$ cat src/rtl/dm_writeback_data_cache.sv
// Direct-mapped, write-back, write-allocate byte cache in front of a 32-bit block memory.
// Hits complete with zero wait; misses walk WB (dirty victim only) -> FETCH -> FILL before the hit cycle.
module dm_writeback_data_cache #(
   parameter int INDEX_BITS = 3
) (
   input  logic        CLK,
   input  logic        RESET,
   input  logic        READ,
   input  logic        WRITE,
   input  logic [7:0]  ADDRESS,
   input  logic [7:0]  WRITEDATA,
   output logic [7:0]  READDATA,
   output logic        BUSYWAIT,
   output logic        MEM_READ,
   output logic        MEM_WRITE,
   output logic [5:0]  MEM_ADDRESS,
   output logic [31:0] MEM_WRITEDATA,
   input  logic [31:0] MEM_READDATA,
   input  logic        MEM_BUSYWAIT
);

   localparam int TAG_W      = 6 - INDEX_BITS;
   localparam int NUM_BLOCKS = 1 << INDEX_BITS;

   typedef enum logic [1:0] {
      S_IDLE  = 2'd0,
      S_WB    = 2'd1,
      S_FETCH = 2'd2,
      S_FILL  = 2'd3
   } state_t;

   state_t                r_state;
   logic [NUM_BLOCKS-1:0] r_valid;
   logic [NUM_BLOCKS-1:0] r_dirty;
   logic [TAG_W-1:0]      r_tag  [NUM_BLOCKS];
   logic [31:0]           r_data [NUM_BLOCKS];
   logic                  r_mem_read;
   logic                  r_mem_write;
   logic [5:0]            r_mem_address;
   logic [31:0]           r_mem_writedata;

   logic [INDEX_BITS-1:0] w_index;
   logic [TAG_W-1:0]      w_tag;
   logic [1:0]            w_offset;
   logic [4:0]            w_bit_base;
   logic                  w_request;
   logic                  w_hit;
   logic [31:0]           w_block;
   logic [7:0]            w_byte;
   logic                  w_write_hit;

   // CPU handshake: READ/WRITE is a level request; it completes on the first rising
   // edge where BUSYWAIT is low, and ADDRESS/WRITEDATA/READ/WRITE stay stable until then.
   assign w_index     = ADDRESS[2 +: INDEX_BITS];
   assign w_tag       = ADDRESS[7 -: TAG_W];
   assign w_offset    = ADDRESS[1:0];
   assign w_bit_base  = {w_offset, 3'b000};
   assign w_request   = READ | WRITE;
   assign w_hit       = r_valid[w_index] && (r_tag[w_index] == w_tag);
   assign w_block     = r_data[w_index];
   assign w_byte      = w_block[w_bit_base +: 8];
   assign w_write_hit = (r_state == S_IDLE) && WRITE && w_hit;

   assign READDATA      = (!RESET && READ && w_hit && (r_state == S_IDLE)) ? w_byte : 8'h00;
   assign BUSYWAIT      = !RESET && ((r_state != S_IDLE) || (w_request && !w_hit));
   assign MEM_READ      = r_mem_read;
   assign MEM_WRITE     = r_mem_write;
   assign MEM_ADDRESS   = r_mem_address;
   assign MEM_WRITEDATA = r_mem_writedata;

   // Control FSM plus valid/dirty bits; memory-side outputs are registered with the state.
   always_ff @(posedge CLK or posedge RESET) begin
      if (RESET) begin
         r_state         <= S_IDLE;
         r_valid         <= '0;
         r_dirty         <= '0;
         r_mem_read      <= 1'b0;
         r_mem_write     <= 1'b0;
         r_mem_address   <= 6'h00;
         r_mem_writedata <= 32'h0000_0000;
      end else begin
         case (r_state)
            S_IDLE: begin
               if (w_request && !w_hit) begin
                  if (r_valid[w_index] && r_dirty[w_index]) begin
                     r_state         <= S_WB;
                     r_mem_write     <= 1'b1;
                     r_mem_address   <= {r_tag[w_index], w_index};
                     r_mem_writedata <= w_block;
                  end else begin
                     r_state       <= S_FETCH;
                     r_mem_read    <= 1'b1;
                     r_mem_address <= ADDRESS[7:2];
                  end
               end else if (w_write_hit) begin
                  r_dirty[w_index] <= 1'b1;
               end
            end
            S_WB: begin
               if (!MEM_BUSYWAIT) begin
                  r_state       <= S_FETCH;
                  r_mem_write   <= 1'b0;
                  r_mem_read    <= 1'b1;
                  r_mem_address <= ADDRESS[7:2];
               end
            end
            S_FETCH: begin
               if (!MEM_BUSYWAIT) begin
                  r_state    <= S_FILL;
                  r_mem_read <= 1'b0;
               end
            end
            S_FILL: begin
               r_state          <= S_IDLE;
               r_valid[w_index] <= 1'b1;
               r_dirty[w_index] <= 1'b0;
            end
            default: r_state <= S_IDLE;
         endcase
      end
   end

   // Tag and data arrays carry no reset; valid gates every use of them.
   always_ff @(posedge CLK) begin
      if (r_state == S_FILL) begin
         r_data[w_index] <= MEM_READDATA;
         r_tag[w_index]  <= w_tag;
      end else if (w_write_hit) begin
         r_data[w_index][w_bit_base +: 8] <= WRITEDATA;
      end
   end

endmodule

$ cat config.mk
export PLATFORM = sky130hd
export DESIGN_NAME = dm_writeback_data_cache
export DESIGN_NICKNAME = d
export VERILOG_FILES = /design/src/rtl/dm_writeback_data_cache.sv
export SDC_FILE = /design/constraint.sdc
export NUM_CORES = 1
export LEC_CHECK = 0
export ABC_AREA = 1
export BUFFER_PORTS_ARGS = -buffer_cell sky130_fd_sc_hd__buf_4
export CORE_MARGIN = 2
export CORE_UTILIZATION = 30
export DETAILED_ROUTE_END_ITERATION = 10
export HOLD_SLACK_MARGIN = 0.15
export SETUP_SLACK_MARGIN = 0.05
export SLEW_MARGIN = 20
export SYNTH_ARGS = -nofsm -noshare
export SYNTH_HDL_FRONTEND = slang
export SYNTH_SLANG_ARGS = --single-unit
$ cat constraint.sdc
create_clock -name CLK -period 6.4 [get_ports CLK]
set_input_delay 1.28 -clock CLK [delete_from_list [all_inputs] [get_ports CLK]]
set_output_delay 1.28 -clock CLK [all_outputs]
set_load 0.05 [all_outputs]
; ---- Yosys cells after proc, flatten, opt, wreduce, memory -nomap -nowiden
; Memories as Yosys holds them, arrays and structs flattened.
; Cells that the tools add are included.
[op_classes]
magnitude_cmp = 2
eq_ne = 11
shift = 3
mux = 64
reduce_logical = 24
addsub = 1
bitwise_logic = 37
[op_table]
columns = cell, count
row1 = $mux W1, 45
row2 = $or A1 B1 Y1, 33
row3 = $mux W32, 1
row4 = $shift A8 B7 Y32 const A, 1
row5 = $shiftx A32 B6 Y8, 1
row6 = $shiftx A8 B7 Y32, 1
row7 = $mux W8, 3
row8 = $mux W6, 3
row9 = $or A8 B8 Y8, 2
row10 = $pmux W8 S2, 1
row11 = $pmux W6 S2, 1
row12 = $reduce_and A3 Y1, 4
row13 = $logic_and A1 B1 Y1, 10
row14 = $ne A2 B2 Y1 const B, 5
row15 = $and A8 B8 Y8, 1
row16 = $mux W2, 4
row17 = $not A8 Y8, 1
row18 = $pmux W2 S4, 1
row19 = $neg A5 Y7, 1
row20 = $bmux W1 S3, 2
row21 = $reduce_bool A2 Y1, 3
row22 = $reduce_and A5 Y1, 1
row23 = $eq A2 B2 Y1 const B, 2
row24 = $lt A3 B4 Y1 const B, 1
row25 = other kinds (12), 14
[word_totals]
inputBits = 53
output_inout_bits = 49
memories = 2
elab_cells = 151
mem_bits_rw = 280
regBits = 58
[memory_table]
columns = name, depth, width, rd, rd_ports_with_merged_regs, write_ports, line
row1 = r_data, 8, 32, 1, 0, 1, 36  ; logic [31:0] r_data [NUM_BLOCKS];
row2 = r_tag, 8, 3, 1, 0, 1, 35  ; logic [TAG_W-1:0] r_tag [NUM_BLOCKS];

; ---- Longest topological paths before layout
; Gate-level depths: netlist of the first run.
[depth]
depth_word = 8
depth_mapped = 18
mapped_depth_nobuf = 16

; ---- Worst setup path before layout of the first run
; Ideal clock, no wire load.
[synth_timing]
path_kind = input -> output
startpoint = input RESET
endpoint = output READDATA[0]
n_path_buf = 0
cell_stages = 3
arrival_ns = 3.817
required_time_ns = 5.120
setup_slack_ns = 1.303
cell_sequence = inv_1 -> nand3_1 -> a21oi_1
[synth_via]
elab_chain_cells = 5
[synth_rtl]
columns = element, line
row1 = "start, declared", 7  ; input logic RESET,
row2 = $logic_not A1 Y1 (no line), --
row3 = $logic_and A1 B1 Y1 (3 in series), 64  ; assign READDATA = (!RESET && READ && w_hit && (r_state == S_IDLE)) ? w_byte : 8'h00;
row4 = $mux W8, 64
row5 = "end, declared", 12  ; output logic [7:0] READDATA,
; No other way between the ends.

; ---- Worst setup path after layout of the first run
[layout_timing]
startpoint = input ADDRESS[2]
endpoint = output READDATA[7]
[layout_via]
elab_chain_cells = 6
elab_cells_between_ends = 10
cone_classes = 1 x eq/ne / 1 x shift / 3 x mux / 3 x reduce/logical / 2 x memory
[layout_rtl]
columns = element, line
row1 = "start, declared", 10  ; input logic [7:0] ADDRESS,
row2 = "parallel branches: the longest is 5 deep, another holds $mem_v2 Z8 W32", --
row3 = $mux W8 (*), 64
; Mark *: on every way between the ends. The select of a mux whose other input is x is not followed.

==> results of run 1 <==
## layer usage
metal | share of wire, % | vias up | track usage [%]
met5 | 0 | - | 0
li1 | - | 4531 | -
met3 | 10 | 76 | 4.18
met1 | 43 | 4744 | 23.5
met2 | 45 | 493 | 25.0
met4 | 2.4 | 0 | 4.58
## synthesized netlist by cell type, types with 2 or more instances
cell type	count
o21ai_0	70
a22o_1	23
nand2_4	2
buf_4	2
inv_2	3
clkinv_1	3
ha_1	10
a22oi_1	19
or2_2	5
buf_1	7
a221oi_1	28
buf_2	9
dfrtp_1	58
nand4_1	46
nand2_1	385
a21oi_1	17
o22ai_1	3
inv_1	117
nor3_1	2
o21ai_1	2
o211ai_1	10
and3_1	2
buf_6	8
o21ai_2	16
nand3_1	22
clkbuf_1	36
nand2_2	3
edfxtp_1	280
nor2_1	50
## worst min-delay path, delay by kind of cell, from the launching register on
kind,cells,cell delay (ns)
buffers and inverters,1,0.05
AO/OA/AOI/OAI,1,0.06
flip-flops,1,0.33
## registers in the layout, indices dropped and copies added, names as in the netlist, named ones only
| signal | count |
|---|---|
| MEM_WRITEDATA | 32 |
| MEM_ADDRESS | 6 |
| MEM_READ | 1 |
| MEM_WRITE | 1 |
| r_tag | 24 |
| r_valid | 8 |
| r_state | 2 |
| r_data | 256 |
## logic make-up (layout without fill, tap and decap cells)
family                     Yosys count  in the layout
and+or+nand+nor                    525            525
DFF                                338            338
AOI/OAI and AO/OA                  194            194
buffers and inverters              185            304
adders and majority gates           10             10
## path summary, 6_finish.rpt
check / to / from
max: READDATA[7] / ADDRESS[2]
min: r_valid[4]$_DFFE_PP0P_ / r_valid[4]$_DFFE_PP0P_
max reg2reg: r_data[1][4]$_DFFE_PP_ / r_tag[0][1]$_DFFE_PP_
min reg2reg: r_valid[4]$_DFFE_PP0P_ / r_valid[4]$_DFFE_PP0P_
max in group asynchronous: MEM_WRITEDATA[12]$_DFFE_PP0P_ / RESET
min in group asynchronous: MEM_ADDRESS[4]$_DFFE_PP0P_ / RESET
## per-stage QoR
| stage | area, µm² | hold WS [ns] | utilization [%] | std cells |
|---|---|---|---|---|
| floorplan | 14300 | 0.424 | - | 1252 |
| global placement | 15700 | 0.441 | 33.5 | 1913 |
| detailed placement | 15700 | 0.459 | 33.5 | 1913 |
| CTS | 16800 | 0.474 | 36.0 | 1978 |
| global route | 16800 | 0.490 | 36.0 | 1978 |
| finish | 16800 | 0.471 | 36.0 | 1978 |
## power breakdown
group | internal (µW) | switching (µW)
registers | 2590 | 107
clock network | 1190 | 873
logic | 308 | 836
## layout make-up
type	instances	area, µm²	share of cell area (%)
clock buffers	46	958	5.70
flip-flops and latches	338	9860	58.6
inverters	123	462	2.75
clock inverters	19	206	1.23
multi-input cells	729	3680	21.9
repair buffers	116	896	5.33
well taps	607	759	4.52
==> reports/metrics.cfg, run 1 <==
[layout]
finalNetCount=1407
num_antenna_cells=0
syn_to_final_growth_pct=17.7
final_cell_mix=385 x nand2_1, 280 x edfxtp_1, 116 x inv_1, 114 x buf_4, 68 x o21ai_0
drive_above_1_share_pct=15.0
layout_commonest_cell=nand2_1
fill_cells=4610

[sta]
slew_headroom_pct=34.3
finalCritPeriodShare_pct=84.1
setup_slack_ns=1.02
tightest_slew_ns=0.975
period_needed_ns=5.38
hold_viol_final=0
rsz0062_at_grt=false
tns_ns=0
skew_ns=0.0284
drv_slew=0
finalSetupViolCount=0
max_freq_mhz=186

[clock_network]
cts_tree=yes
cts.clk_slew.worst_paths_ns=0.06
clock_sinks=338
cts_resized=0
htree_levels=2
cts_max_path_buffers=3
cts_setup_buffers=0
clock_latency_ns=0.55
holdBufCountCts=0
numCtsBuffers=36
ctsRootBufferMaster=clkbuf_16

[critical_path]
worstSetupStartpointType=input port
worst-path-stages=12
worstSetupEndpointType=primary output
cpLargestDelayFamily=buffers and inverters
worst-r2r-cell-count=10
cp_max_fo=29
slowest_delay_ns=0.62
path_cells=buf_4, inv_1, nand2_1, inv_2, a22o_1, nor2_1, nand4_1, inv_1, nand2_1, nand3_1, a21oi_1, buf_4
crit_path_top_delay_cell=inv_2
criticalPathCategory=input port to primary output
cp.required_ns=5.12
reg2reg_slack_ns=3.17
crit_arrival_ns=4.10
crit_buf_inv=5

[logic_synthesis]
synth.mux.area_fraction_pct=0
synth-compound-area-share_pct=9.24
synthAdderAreaFrac_pct=0.876
yosys.area.top_type=edfxtp_1
synth_area_leaders=edfxtp_1 59%, dfrtp_1 10%, nand2_1 10%
syn_inst=1252
synthXorXnorAreaFrac_pct=0
ys.warnings.count=0
ys_types=43
synthSimpleGateAreaFrac_pct=15.5
ys.flop_type=edfxtp_1
netlist.area_leader.share_pct=58.9
seq_area_frac_synth_pct=69.0
syn_avg_cell_area_um2=11.4
ys_seq_elements=338
synth_top_family_by_area=simple AND/OR/NAND/NOR gates
synth_edf_count=280
syn-num-nets=1315
synth_area_um2=14300
async_flop_share_pct=17.2

[grt]
grt_pass1_wl_um=60900
grt_usage_pct=16.5
grt_pass1_vias=9640
grt_max_degree=65
grt_overflow=0
antenna_found_initial=0

[floorplan]
fp.dieW_um=222
start_util_pct=30.6
die_h_um=222
num_rows=79
boundaryPins=102
core_um2=46800
die-area_um2=49400

[place]
hpwl_um=26900
io_buffer_count=101
routabilityCongestion=0.821
pre_cts_slack_ns=1.11

[power_and_ir_drop]
p_per_area_nw_per_um2=351
power.leakage_uw=0.00679
ir_drop_v=0.000231
p_total_uw=5910

[routing]
ant_nets=0
totalWireLength_um=41000
drc_errors=0
dr.pass1.iters=6
drt_iter0_markers=1238
vias=9844
wl_per_cell_um=20.7
viasPerCell=4.98

[run]
cap_violations=0

[status]
status=finished, final reports clean

[hold_path]
hold_class=flop to flop
whs_path_depth=2

No activity file was read; power rests on OpenSTA's default activity.
==> inputs of run 2 (changes only) <==
clock period = 5.38 ns   (was 6.4 ns; I/O delays follow)
==> reports/metrics.cfg, run 2 (synthesis results as in run 1) <==
[place]
routabilityCongestion=0.887
hpwl_um=26800
io_buffer_count=101

[power_and_ir_drop]
ir_drop_v=0.000226
p_per_area_nw_per_um2=409
power.leakage_uw=0.00680

[routing]
ant_nets=0
dr.pass1.iters=6
viasPerCell=4.92
totalWireLength_um=40600
drc_errors=0
drt_iter0_markers=993
vias=9764
wl_per_cell_um=20.4

[clock_network]
cts_tree=yes
htree_levels=2
numCtsBuffers=35
cts.clk_slew.worst_paths_ns=0.06
cts_max_path_buffers=3
ctsRootBufferMaster=clkbuf_16
cts_setup_buffers=0
cts_resized=0
holdBufCountCts=0
clock_latency_ns=0.52
clock_sinks=338

[critical_path]
criticalPathCategory=input port to primary output
cpLargestDelayFamily=simple AND/OR/NAND/NOR gates
worstSetupStartpointType=input port
crit_arrival_ns=3.69
cp.required_ns=4.30
crit_top_cell=nand2_1
cp_max_fo=29
worstSetupEndpointType=primary output
crit_buf_inv=3
path_cells=buf_4, inv_1, nand2_1, nand2_1, nor2_1, nor2_1, nand2_1, nand2_1, nand2_1, nor2_2, nand2_2, nor2_1, nand3_1, a21oi_1, buf_4
slowest_delay_ns=0.44
crit_path_top_delay_cell=a21oi_1

[floorplan]
start_util_pct=30.6
boundaryPins=102
core_um2=46800
fp.dieW_um=222
num_rows=79
die_h_um=222
die-area_um2=49400

[status]
status=finished, final reports clean

[grt]
grt_pass1_vias=9313
grt_max_degree=59
antenna_found_initial=1
grt_usage_pct=16.2
grt_overflow=0
grt_pass1_wl_um=59500

[sta]
finalCritPeriodShare_pct=88.5
period_needed_ns=4.76
tns_ns=0
finalSetupViolCount=0
skew_ns=0.0175
max_freq_mhz=210
slew_headroom_pct=38.1
tightest_slew_ns=0.918
rsz0062_at_grt=false
drv_slew=0
hold_viol_final=0
hold_slack_ns=0.470

[layout]
largest_reg_flops=256
finalNetCount=1414
fill_cells=4587
layout_commonest_cell=nand2_1
final_cell_mix=385 x nand2_1, 280 x edfxtp_1, 119 x buf_4, 116 x inv_1, 70 x o21ai_0
drive_above_1_share_pct=15.6
top_register=r_data
seqCellArea_um2=9860
multiInputGateArea_um2=3680
syn_to_final_growth_pct=17.9

[run]
cap_violations=0

[hold_path]
hold_class=flop to flop

[run 2: power by group]
| group | switching (µW) | total, µW | internal, µW |
|---|---|---|---|
| clock network | 994 | 2330 | 1330 |
| registers | 137 | 3210 | 3080 |
| logic | 984 | 1360 | 372 |
| total | 2110 | 6900 | 4780 |
[run 2: layout make-up]
cell class                      instances  share of cell area, %
Multi-Input combinational cell        729                   21.8
Sequential cell                       338                   58.5
Antenna cell                            1                 0.0149
Clock inverter                         14                  0.639
Inverter                              123                   2.74
Clock buffer                           48                   5.85
Timing Repair Buffer                  124                   5.90
Tap cell                              607                   4.51
[run 2: path summary, 6_finish.rpt]
path	cells after the start	slack (ns)	to	startpoint
worst max-delay path	15	0.62	READDATA[3]	ADDRESS[2]
min in group asynchronous	3	0.85	MEM_ADDRESS[4]$_DFFE_PP0P_	RESET
worst min register to register	1	0.47	r_valid[3]$_DFFE_PP0P_	r_valid[3]$_DFFE_PP0P_
worst max register to register	15	2.26	r_data[7][10]$_DFFE_PP_	r_tag[4][2]$_DFFE_PP_
worst min-delay path	1	0.47	r_valid[3]$_DFFE_PP0P_	r_valid[3]$_DFFE_PP0P_
max in group asynchronous	3	3.90	MEM_WRITEDATA[25]$_DFFE_PP0P_	RESET
[run 2: through the flow]
stage / total power [µW] / area [µm²] / utilization (%) / worst slack (ns) / instances
after floorplan: 4120 / 14300 / - / 0.691 / 1252
after global placement: 4610 / 15800 / 33.7 / 0.798 / 1921
after detailed placement: 4630 / 15800 / 33.7 / 0.746 / 1921
after CTS: 6940 / 16800 / 36.0 / 0.737 / 1983
after global routing: 7180 / 16800 / 36.0 / 0.382 / 1984
final: 6900 / 16800 / 36.0 / 0.616 / 1984
[run 2: routing by layer]
metal | vias to the layer above | share of wire (%) | global-route usage [%]
met1 | 4779 | 45 | 22.8
li1 | 4546 | - | -
met2 | 386 | 45 | 25.4
met3 | 53 | 8.2 | 3.33
met4 | 0 | 2.0 | 3.99
met5 | - | 0 | 0
==> inputs of run 3 (changes only) <==
RECOVER_POWER = 50   (was unset)
==> reports/metrics.cfg, run 3 (synthesis results as in run 1) <==
[grt]
antenna_found_initial=1
grt_pass1_vias=9313
grt_overflow=0
grt_max_degree=59
grt_pass1_wl_um=59500
grt_usage_pct=16.2

[routing]
vias=9714
drt_iter0_markers=1026
viasPerCell=4.90
drc_errors=0
ant_nets=0
totalWireLength_um=40600
wl_per_cell_um=20.5
dr.pass1.iters=6

[layout]
final_cells=1984
largest_reg_flops=256
fill_cells=4629
layout_commonest_cell=nand2_1
syn_to_final_growth_pct=16.0
drive_above_1_share_pct=10.4
finalNetCount=1414
top_register=r_data
final_cell_mix=388 x nand2_1, 280 x edfxtp_1, 118 x inv_1, 86 x o21ai_0, 69 x buf_4

[status]
violations=max-capacitance violations, max-slew violations
status=finished, violations left

[hold_path]
hold_class=flop to flop
whs_path_depth=1

[sta]
tightest_slew_ns=3.82
slew_headroom_pct=-155
finalSetupViolCount=0
hold_viol_final=0
skew_ns=0.0165
drv_slew=59
tns_ns=0
max_freq_mhz=199
finalCritPeriodShare_pct=93.3
rsz0062_at_grt=false
period_needed_ns=5.02
hold_slack_ns=0.469

[critical_path]
crit_arrival_ns=3.95
path_cells=clkbuf_1, nor2_1, nand2_1, inv_1, buf_4, a221oi_1, nand2_1, o211ai_1, a21oi_1, buf_4
crit_buf_inv=4
worstSetupEndpointType=primary output
worstSetupStartpointType=input port
cpLargestDelayFamily=buffers and inverters
worst-path-stages=10
criticalPathCategory=input port to primary output
slowest_delay_ns=0.44
worst-r2r-cell-count=14
cp_max_fo=14
cp.required_ns=4.30
crit_path_top_delay_cell=clkbuf_1

[clock_network]
cts_setup_buffers=0
cts_resized=0
htree_levels=2
cts.clk_slew.worst_paths_ns=0.07
clock_latency_ns=0.52
cts_tree=yes
ctsRootBufferMaster=clkbuf_16
clock_sinks=338
cts_max_path_buffers=3
holdBufCountCts=0
numCtsBuffers=35

[place]
routabilityCongestion=0.887
io_buffer_count=101
dp_cells=1921
hpwl_um=26800

[run]
cap_violations=1

[floorplan]
num_rows=79
core_um2=46800
fp.dieW_um=222
die_h_um=222
start_util_pct=30.6
boundaryPins=102
die-area_um2=49400

[power_and_ir_drop]
p_per_area_nw_per_um2=410
ir_drop_v=0.000227
power.leakage_uw=0.00658

[run 3: cell count changes in the layout (fill, tap and decap cells not counted)]
cell,before,now
buf_4,119,69
clkbuf_1,7,57
inv_1,116,118
inv_2,4,2
nand2_1,385,388
nand2_2,3,0
nand4_2,0,1
nand4_4,1,0
nor3_1,2,3
nor3_4,1,0
o21ai_0,70,86
o21ai_2,16,0
[run 3: layout make-up]
cell class                      count  area [µm²]  area share (%)
Antenna cell                        1        2.50          0.0151
Timing Repair Buffer              124         806            4.86
Inverter                          123         462            2.79
Multi-Input combinational cell    729        3590            21.7
Clock buffer                       48         985            5.94
Clock inverter                     14         108           0.649
Sequential cell                   338        9860            59.5
Tap cell                          607         759            4.58
[run 3: path summary, 6_finish.rpt]
check	slack, ns	end	start
max	0.36	READDATA[1]	ADDRESS[3]
max in group asynchronous	1.12	MEM_WRITEDATA[25]$_DFFE_PP0P_	RESET
min reg2reg	0.47	r_valid[3]$_DFFE_PP0P_	r_valid[3]$_DFFE_PP0P_
max reg2reg	1.42	r_data[1][26]$_DFFE_PP_	r_tag[4][2]$_DFFE_PP_
min	0.47	r_valid[3]$_DFFE_PP0P_	r_valid[3]$_DFFE_PP0P_
min in group asynchronous	2.08	MEM_ADDRESS[4]$_DFFE_PP0P_	RESET
[run 3: per-stage QoR]
| step | instance area, µm² | total power (µW) | util (%) | setup slack (ns) |
|---|---|---|---|---|
| 3_3_place_gp | 15800 | 4610 | 33.7 | 0.798 |
| 3_5_place_dp | 15800 | 4630 | 33.7 | 0.746 |
| 4_1_cts | 16800 | 6940 | 36.0 | 0.737 |
| 6_report | 16600 | 6790 | 35.4 | 0.358 |
| 5_1_grt | 16600 | 7060 | 35.4 | 0.193 |
| 2_1_floorplan | 14300 | 4120 | - | 0.691 |
[run 3: worst register-to-register path, cell delays in order, from the launching register on]
cell and delay [ns]:
edfxtp_1 0.36, inv_1 0.08, nand2_1 0.05, nand2_1 0.09
nor2_1 0.04, nor2_1 0.17, nand2_1 0.09, nand2_1 0.06
nand2_1 0.06, nor2_2 0.07, nand2_1 0.13, nor3_1 0.64
clkbuf_1 0.62, nand2_4 0.24, o21ai_0 0.90
[run 3: report_power, final]
part / internal (µW) / total [µW] / leakage [µW] / switching (µW)
Clock: 1330 / 2330 / 0.000529 / 997
Sequential: 3080 / 3210 / 0.00327 / 136
Combinational: 267 / 1240 / 0.00278 / 978
Total: 4680 / 6790 / 0.00658 / 2110
[run 3: metal layers]
layer | global-route usage [%] | share of wire [%] | up-vias
met5 | 0 | 0 | -
met4 | 3.99 | 2.0 | 0
met3 | 3.33 | 7.5 | 54
met2 | 25.4 | 45 | 369
met1 | 22.8 | 45 | 4749
li1 | - | - | 4542
